==> config.mk <==
export PLATFORM = sky130hd
export DESIGN_NAME = up_down_counter_sched
export DESIGN_NICKNAME = d
export VERILOG_FILES = /design/src/rtl/counter_pkg.sv /design/src/rtl/rr_arbiter.sv /design/src/rtl/up_down_counter_sched.sv
export SDC_FILE = /design/constraint.sdc
export NUM_CORES = 1
export LEC_CHECK = 0
export BUFFER_PORTS_ARGS = -buffer_cell sky130_fd_sc_hd__buf_4
export CORE_MARGIN = 1
export CORE_UTILIZATION = 54
export DETAILED_ROUTE_END_ITERATION = 8
export PLACE_DENSITY_LB_ADDON = 0.08
export SYNTH_ARGS = -nofsm -noshare
export SYNTH_HDL_FRONTEND = slang
export SYNTH_SLANG_ARGS = --single-unit
==> constraint.sdc <==
create_clock -name i_clk -period 3.9 [get_ports i_clk]
set_input_delay 0.39 -clock i_clk [delete_from_list [all_inputs] [get_ports i_clk]]
set_output_delay 0.39 -clock i_clk [all_outputs]
set_load 0.03 [all_outputs]
==> src/rtl/counter_pkg.sv <==
// counter_pkg: op encodings and FSM state type shared by the counter scheduler.
package counter_pkg;
  localparam logic [1:0] OP_NOP  = 2'b00;
  localparam logic [1:0] OP_UP   = 2'b01;
  localparam logic [1:0] OP_DOWN = 2'b10;
  localparam logic [1:0] OP_LOAD = 2'b11;
  typedef enum logic [1:0] {
    IDLE = 2'd0,
    EXEC = 2'd1,
    DONE = 2'd2
  } state_t;
  function automatic logic is_step(input logic [1:0] op);
    return (op == OP_UP) || (op == OP_DOWN);
  endfunction
endpackage

==> src/rtl/rr_arbiter.sv <==
// rr_arbiter: combinational round-robin pick of the first request at or after ptr.
module rr_arbiter #(
  parameter int NUM_REQ = 4,
  parameter int IW      = $clog2(NUM_REQ)
) (
  input  logic [NUM_REQ-1:0] i_req,
  input  logic [IW-1:0]      i_ptr,
  output logic [NUM_REQ-1:0] o_grant,
  output logic [IW-1:0]      o_idx,
  output logic               o_any
);
  logic [IW-1:0] w_pos;
  // Scan from the farthest offset down so the closest request to ptr is written last.
  always_comb begin
    o_grant = '0;
    o_idx   = '0;
    o_any   = 1'b0;
    w_pos   = '0;
    for (int k = NUM_REQ - 1; k >= 0; k--) begin
      w_pos = IW'((int'(i_ptr) + k) % NUM_REQ);
      if (i_req[w_pos]) begin
        o_idx = w_pos;
        o_any = 1'b1;
      end
    end
    o_grant[o_idx] = o_any;
  end
endmodule

==> src/rtl/up_down_counter_sched.sv <==
// up_down_counter_sched: round-robin scheduler for one shared up/down counter;
// multi-step counts run one step per clock and finish with a done pulse.
module up_down_counter_sched
  import counter_pkg::*;
#(
  parameter int NUM_REQ = 4,
  parameter int WIDTH   = 4,
  parameter int IW      = $clog2(NUM_REQ)
) (
  input  logic                     i_clk,
  input  logic                     i_rst_n,
  input  logic [NUM_REQ-1:0]       i_req_valid,
  input  logic [2*NUM_REQ-1:0]     i_req_op,
  input  logic [WIDTH*NUM_REQ-1:0] i_req_arg,
  output logic [NUM_REQ-1:0]       o_req_ready,
  output logic                     o_busy,
  output logic                     o_done_valid,
  output logic [IW-1:0]            o_done_id,
  output logic                     o_wrap,
  output logic [WIDTH-1:0]         o_count
);
  state_t           r_state, w_next;
  logic [WIDTH-1:0] r_count, r_rem, w_arg, w_step_cnt;
  logic [IW-1:0]    r_ptr, r_id, w_idx;
  logic [1:0]       r_op, w_op;
  logic [NUM_REQ-1:0] w_gnt;
  logic             r_wrap, w_any, w_accept, w_up, w_cross;

  rr_arbiter #(.NUM_REQ(NUM_REQ), .IW(IW)) u_arb (
    .i_req  (i_req_valid),
    .i_ptr  (r_ptr),
    .o_grant(w_gnt),
    .o_idx  (w_idx),
    .o_any  (w_any)
  );

  always_comb begin
    w_op  = OP_NOP;
    w_arg = '0;
    for (int k = 0; k < NUM_REQ; k++) begin
      if (w_gnt[k]) begin
        w_op  = i_req_op[2*k +: 2];
        w_arg = i_req_arg[WIDTH*k +: WIDTH];
      end
    end
  end

  assign w_accept   = (r_state == IDLE) && w_any;
  assign w_up       = (r_op == OP_UP);
  assign w_step_cnt = w_up ? r_count + WIDTH'(1) : r_count - WIDTH'(1);
  assign w_cross    = w_up ? (r_count == '1) : (r_count == '0);

  always_comb begin
    w_next = r_state;
    if (r_state == IDLE && w_any) w_next = (is_step(w_op) && w_arg != '0) ? EXEC : DONE;
    else if (r_state == EXEC && r_rem == WIDTH'(1)) w_next = DONE;
    else if (r_state == DONE) w_next = IDLE;
  end

  always_ff @(posedge i_clk or negedge i_rst_n) begin
    if (!i_rst_n) r_state <= IDLE;
    else r_state <= w_next;
  end

  // Wrap is registered from the step itself, so it shows the cycle after the crossing.
  always_ff @(posedge i_clk or negedge i_rst_n) begin
    if (!i_rst_n) begin
      r_count <= '0;
      r_rem   <= '0;
      r_ptr   <= '0;
      r_id    <= '0;
      r_op    <= OP_NOP;
      r_wrap  <= 1'b0;
    end else begin
      r_wrap <= 1'b0;
      if (w_accept) begin
        r_id  <= w_idx;
        r_op  <= w_op;
        r_rem <= w_arg;
        r_ptr <= (w_idx == IW'(NUM_REQ - 1)) ? '0 : w_idx + 1'b1;
        if (w_op == OP_LOAD) r_count <= w_arg;
      end
      if (r_state == EXEC) begin
        r_count <= w_step_cnt;
        r_rem   <= r_rem - WIDTH'(1);
        r_wrap  <= w_cross;
      end
    end
  end

  assign o_req_ready  = (r_state == IDLE && i_rst_n) ? w_gnt : '0;
  assign o_busy       = (r_state != IDLE);
  assign o_done_valid = (r_state == DONE);
  assign o_done_id    = r_id;
  assign o_wrap       = r_wrap;
  assign o_count      = r_count;
endmodule

Yosys cells after proc, flatten, opt, wreduce, memory -nomap -nowiden
Index checks and enable logic that the tools add are counted.

storage, ports and cells
  bits of input ports = 30
  register bits = 17
  word-level logic and storage cells = 84
  output and inout bits = 13

operators by class
  add/subtract/negate cells = 7
  mux-type cells = 40
  equal/unequal tests = 9
  reduce and logical (&&, ||, !) cells = 14
  bitwise operators = 1
  $lt $le $gt $ge = 6

operators by type and width
  operator                                                           count
  2-to-1 mux 4 bit                                                   11
  2-to-1 mux 2 bit                                                   13
  < comparator 2 x 3 -> 1 bit, second input constant                 5
  2-to-1 mux 1 bit                                                   11
  binary-select mux 1 bit (select 2 bit)                             4
  equality test 2 bit, second input constant                         4
  subtractor 4 x 1 -> 4 bit, second input constant                   2
  equality test 2 x 1 -> 1 bit, second input constant                3
  nonzero test 2 bit                                                 3
  logical AND 1 bit                                                  5
  adder 2 x 1 -> 2 bit, second input constant                        2
  adder 2 bit, second input constant                                 2
  adder 4 x 1 -> 4 bit, second input constant                        1
  AND 4 bit                                                          1
  equality test 4 x 1 -> 1 bit, second input constant                1
  equality test 4 bit, second input constant                         1
  logical NOT 4 bit                                                  1
  nonzero test 4 bit                                                 1
  nonzero test 3 bit                                                 1
  demux 1 bit (select 2 bit)                                         1
  greater-or-equal comparator 2 x 1 -> 1 bit, second input constant  1
  logical NOT 2 bit                                                  1
  AND reduction 2 bit                                                1
  logical OR 1 bit                                                   1

Logic depth before layout (Yosys ltp)
  depth in word-level cells = 21
  depth in mapped cells = 14
  depth with buffers taken out = 14

Modules after synthesis
From an unflattened synthesis, not the netlist that was laid out.

second synthesis, totals
  cell total of the unflattened synthesis = 152
  area total of the unflattened synthesis = 1330.0 um^2

modules (own cells, without submodules)
  module                 seq. area each (um^2)  cells an instance  instances  area an instance (um^2)
  up_down_counter_sched  425.4                  124                1          1153.6
  rr_arbiter             0.0                    28                 1          176.4

Least setup slack after synthesis
Ideal clock, no wire load.

  path type = input to register
  start = input port i_req_valid[0]
  end = register r_count[2], in the netlist o_count[2]
  path buffers = 0
  cell stages on the path = 14
  data arrival time = 2.335 ns
  setup slack = 1.488 ns
  data required time = 3.824 ns
  cells stage by stage = nor2b_1 -> a21oi_1 -> nor2_1 -> a211oi_2 -> inv_2 -> ha_1 -> a21oi_1 -> o21ai_0 -> a22oi_1 -> nor2_1 -> ha_1 -> a21oi_2 -> a22oi_1 -> o21ai_1

on the way
  word-level cells in the longest chain between the ends = 18

ends and longest elaborated chain
  what                                                                                                             line                         text
  from (decl)                                                                                                      up_down_counter_sched.sv:12  input logic [NUM_REQ-1:0] i_req_valid,
  binary-select mux 1 bit (select 2 bit)                                                                           rr_arbiter.sv:21             if (i_req[w_pos]) begin
  2-to-1 mux 1 bit (implied by the code)                                                                           rr_arbiter.sv:21
  2-to-1 mux 2 bit (3 in series)                                                                                   rr_arbiter.sv:21
  2-to-1 mux 2 bit *                                                                                               rr_arbiter.sv:21
  via u_arb.o_idx[0]                                                                                               rr_arbiter.sv:9              output logic [IW-1:0] o_idx,
  < comparator 2 x 3 -> 1 bit (implied by the code) or greater-or-equal comparator 2 x 1 -> 1 bit (tied branches)  rr_arbiter.sv:26             o_grant[o_idx] = o_any;
  logical AND 1 bit (implied by the code)                                                                          rr_arbiter.sv:26
  2-to-1 mux 1 bit (implied by the code)                                                                           rr_arbiter.sv:26
  demux 1 bit (select 2 bit) *                                                                                     n/a
  AND 4 bit (no source line) *                                                                                     n/a
  2-to-1 mux 2 bit (3 in series)                                                                                   up_down_counter_sched.sv:41  if (w_gnt[k]) begin
  2-to-1 mux 2 bit *                                                                                               up_down_counter_sched.sv:41
  via w_op[0]                                                                                                      up_down_counter_sched.sv:25  logic [1:0] r_op, w_op;
  equality test 2 bit *                                                                                            up_down_counter_sched.sv:81  if (w_op == OP_LOAD) r_count <= w_arg;
  nonzero test 2 bit (no source line) *                                                                            n/a
  AND reduction 2 bit (no source line) *                                                                           n/a
  to (signal assigned)                                                                                             up_down_counter_sched.sv:81
  to (signal assigned)                                                                                             up_down_counter_sched.sv:84  r_count <= w_step_cnt;
  to (decl)                                                                                                        up_down_counter_sched.sv:23  logic [WIDTH-1:0] r_count, r_rem, w_arg, w_step_cnt;

The timed path passes the listed nets; every way through them passes the cells marked *. The select of a mux whose other input is x is not followed.
A chain may end at the register's enable or synchronous reset.

Final worst setup path
  start = register r_ptr[0]
  end = register r_count[3], in the netlist o_count[3]

on the way
  word-level cells in the longest chain between the ends = 19

ends and longest elaborated chain
  what                                                                                                             line                         text
  from (decl)                                                                                                      up_down_counter_sched.sv:24  logic [IW-1:0] r_ptr, r_id, w_idx;
  from (signal assigned)                                                                                           up_down_counter_sched.sv:80  r_ptr <= (w_idx == IW'(NUM_REQ - 1)) ? '0 : w_idx + 1'b1;
  adder 2 bit                                                                                                      rr_arbiter.sv:20             w_pos = IW'((int'(i_ptr) + k) % NUM_REQ);
  binary-select mux 1 bit (select 2 bit)                                                                           rr_arbiter.sv:21
  2-to-1 mux 1 bit (implied by the code)                                                                           rr_arbiter.sv:21
  2-to-1 mux 2 bit (3 in series)                                                                                   rr_arbiter.sv:21
  2-to-1 mux 2 bit *                                                                                               rr_arbiter.sv:21
  via u_arb.o_idx[0]                                                                                               rr_arbiter.sv:9
  < comparator 2 x 3 -> 1 bit (implied by the code) or greater-or-equal comparator 2 x 1 -> 1 bit (tied branches)  rr_arbiter.sv:26
  logical AND 1 bit (implied by the code)                                                                          rr_arbiter.sv:26
  2-to-1 mux 1 bit (implied by the code)                                                                           rr_arbiter.sv:26
  demux 1 bit (select 2 bit) *                                                                                     n/a
  AND 4 bit (no source line) *                                                                                     n/a
  2-to-1 mux 2 bit (3 in series)                                                                                   up_down_counter_sched.sv:41
  2-to-1 mux 2 bit *                                                                                               up_down_counter_sched.sv:41
  via w_op[0]                                                                                                      up_down_counter_sched.sv:25
  equality test 2 bit *                                                                                            up_down_counter_sched.sv:81
  nonzero test 2 bit (no source line) *                                                                            n/a
  AND reduction 2 bit (no source line) *                                                                           n/a

Marks and branches as above.

==> flow_metrics.py <==
metrics = {
    "sta": {
        "final_hold_viol_count": 0,
        "max_freq_mhz": 367,
        "rsz0062_at_grt": "false",
        "slew_viol_final": 0,
        "fin_crit_ns": 2.73,
        "tightestPinTransition_ns": 0.581,
        "finalSetupViolations": 0,
        "timing.final.crit_share_pct": 69.9,
        "slew_headroom_pct": 61.2,
        "fin_tns_setup_ns": 0,
        "fin_worst_skew_ns": 0.00584,
    },
    "global_routing": {
        "grt_pass1_wl_um": 5290,
        "globalRouteOverflowTotal": 0,
        "antenna_found_initial": 0,
        "grt_pass1_vias": 1216,
        "grt_usage_pct": 26.5,
        "grt_max_degree": 22,
    },
    "placement": {
        "portBuffers": 42,
        "gp_congestion": 0.766,
        "dp_hpwl_um": 2480,
        "dp.cells": 229,
    },
    "logic_synthesis": {
        "ys_warn_count": 0,
        "ys_types": 42,
        "syn_inst": 164,
        "yosysSeqAreaShare_pct": 31.8,
        "synth_edf_count": 0,
        "netlist_area_um2": 1340,
        "async_reset_ff_share_pct": 100,
        "yosysTopAreaCellShare_pct": 31.8,
        "synth.area.top_cells": "dfrtp_1 32%, ha_1 8.4%, nand2_1 6.4%",
        "ys_seq_elements": 17,
        "yosysTopAreaCell": "dfrtp_1",
        "synth_flop_cell": "dfrtp_1",
        "avgSynthCellArea_um2": 8.16,
        "syn-num-nets": 204,
    },
    "critical_path": {
        "critPathMaxStageDelay_ns": 0.41,
        "path_cells": "nor2b_1, a21oi_1, nor2_1, a211oi_2, inv_2, ha_1, a21oi_1, o21ai_0, a22oi_1, nor2_1, ha_1, a21oi_2, a32oi_1, nand3_1",
        "path_max_fanout": 8,
        "worstPathRequired_ns": 4.13,
        "critPathKind": "reg -> reg",
        "cp.arrival_ns": 2.96,
        "critPathBufInv": 1,
        "endpoint_kind": "flop",
        "crit_family": "compound AO/OA/AOI/OAI gates",
        "crit_slowest_cell": "dfrtp_1",
        "cp-start-kind": "flop",
    },
    "worst_hold_path": {
        "hold_class": "in -> reg",
    },
    "power_and_ir_drop": {
        "ir_drop_v": 0.000265,
        "combPwrFrac_pct": 37.9,
        "p_per_area_nw_per_um2": 282,
        "p_int_mw": 0.304,
        "p_clk_share_pct": 20.0,
        "leakage_nw": 0.808,
        "power_switching_mw": 0.172,
        "seq_power_share_pct": 42.1,
        "sw_frac_of_total_pct": 36.2,
    },
    "floorplan": {
        "die_area_um2": 2680,
        "die_h_um": 51.8,
        "core_um2": 2280,
        "top_level_ports": 43,
        "rows": 17,
        "initial_utilization_pct": 58.8,
        "die_w_um": 51.8,
    },
    "route": {
        "wl_per_cell_um": 13.5,
        "totalWireLength_um": 3150,
        "dr.pass1.iters": 4,
        "drc": 0,
        "viasPerCell": 5.60,
        "num_vias": 1310,
        "drtIter0Drc": 40,
        "antenna_left": 0,
    },
    "clocking": {
        "clk_path_buf_depth": 2,
        "cts_resized": 0,
        "numCtsBuffers": 3,
        "cts_tree": "built",
        "worst_skew_pair.late_latency_ns": 0.29,
        "clockRootBuffer": "clkbuf_4",
        "clk_pin_slew_ns": 0.10,
        "cts_max_level": 1,
        "cts_sinks": 17,
    },
    "final_layout": {
        "regArea_um2": 425,
        "fin_cells": 234,
        "syn2layout_area_growth_pct": 26.5,
        "nNetsFinal": 247,
        "post-route-util_pct": 74.4,
        "multi_input_area_um2": 837,
        "diodes": 0,
        "fill_cells": 174,
        "drive_above_1_share_pct": 27.2,
    },
    "status": {
        "status": "finished clean",
    },
    "job": {
        "drv_cap": 0,
    },
}
## cell usage in the layout, fill, tap and decap left out, drive strengths merged
cell,Yosys,layout
buf,5,42
nand2,23,23
dfrtp,17,17
a21oi,15,15
nor2,15,15
o21ai,13,13
inv,12,12
ha,9,9
o22ai,6,6
nor2b,5,5
and3,4,4
nand3b,4,4
nand3,4,4
clkbuf,0,4
a31oi,4,4
a22oi,3,3
nand2b,3,3
a32oi,3,3
nor4,3,3
xor2,2,2
or2,2,2
nor3,2,2
a211oi,1,1
nand4,1,1
or3b,1,1
a31o,1,1
a21o,1,1
or3,1,1
o21bai,1,1
xnor2,1,1
o221ai,1,1
fa,1,1
dlygate4sd3,0,1
## worst paths after layout
path | from | to | slack, ns | depth (start not counted)
worst max-delay path | r_ptr[0] | o_count[3] | 1.17 | 14
worst min-delay path | i_req_op[7] | r_op[1] | 0.45 | 3
worst max register to register | r_ptr[0] | o_count[3] | 1.17 | 14
worst min register to register | o_done_id[1] | o_done_id[1] | 0.51 | 2
max in group asynchronous | i_rst_n | r_state[1] | 3.18 | 2
min in group asynchronous | i_rst_n | o_count[1] | 0.51 | 2
## power by group through the flow
| stage | Combinational [mW] | Clock, mW | Sequential [mW] |
|---|---|---|---|
| floorplan | 0.113 | 0 | 0.207 |
| global placement | 0.172 | 0 | 0.203 |
| detailed placement | 0.178 | 0 | 0.204 |
| CTS | 0.181 | 0.0973 | 0.201 |
| global route | 0.201 | 0.108 | 0.203 |
| finish | 0.181 | 0.0954 | 0.201 |
## tightest hold or removal path, delay by kind of cell
kind | cells | cell delay (ns)
AOI/OAI and AO/OA | 2 | 0.23
buffers and inverters | 1 | 0.08
## cell families after synthesis
kind of cell	after synthesis	share of synthesized area [%]
fa+ha+maj	10	9.91
flops	17	31.8
compound gates	49	23.6
xor+xnor	3	1.96
buf+inv	17	5.70
simple gates	68	27.0
## sequential cells by signal, summed over array words and instances (netlist names)
name	flops
r_ptr	2
r_op	2
o_wrap	1
r_rem	4
o_done_id	2
r_state	2
o_count	4
## layer usage
layer  up-vias  share of wire (%)  global-route usage (%)
met5         -                  0                       0
met1       596                 45                    33.5
met3         0                4.2                    4.97
li1        668                  -                       -
met2        46                 51                    46.5
met4         0                  0                    5.86
## area by class of cell
type,instances,share of cell area [%]
Clock buffer,4,1.55
Tap cell,28,2.07
Sequential cell,17,25.1
Multi-Input combinational cell,130,49.4
Inverter,12,2.66
Timing Repair Buffer,43,19.2
## stage by stage
| step | power (mW) | hold WS (ns) | instance area, µm² | setup WS (ns) |
|---|---|---|---|---|
| global placement | 0.376 | 0.278 | 1660 | 1.20 |
| finish | 0.477 | 0.451 | 1690 | 1.17 |
| global route | 0.511 | 0.456 | 1690 | 0.939 |
| CTS | 0.478 | 0.438 | 1690 | 1.19 |
| floorplan | 0.320 | 0.0944 | 1340 | 1.49 |
| detailed placement | 0.382 | 0.280 | 1660 | 1.04 |
## cells in the mapped netlist (4+ instances only)
cell type / count
inv_1: 11
buf_2: 4
dfrtp_1: 17
and3_1: 4
nor2b_1: 5
ha_1: 9
a21oi_1: 14
nand3_1: 4
o21ai_0: 6
o22ai_1: 6
nand2_1: 23
nand3b_1: 4
o21ai_1: 6
nor2_1: 14
## repair_timing
item	in CTS	in global routing
buffers inserted	0	0
hold endpoints to repair	17	0
hold buffers	1	0
Note: power is estimated with default switching activity, not from simulation.
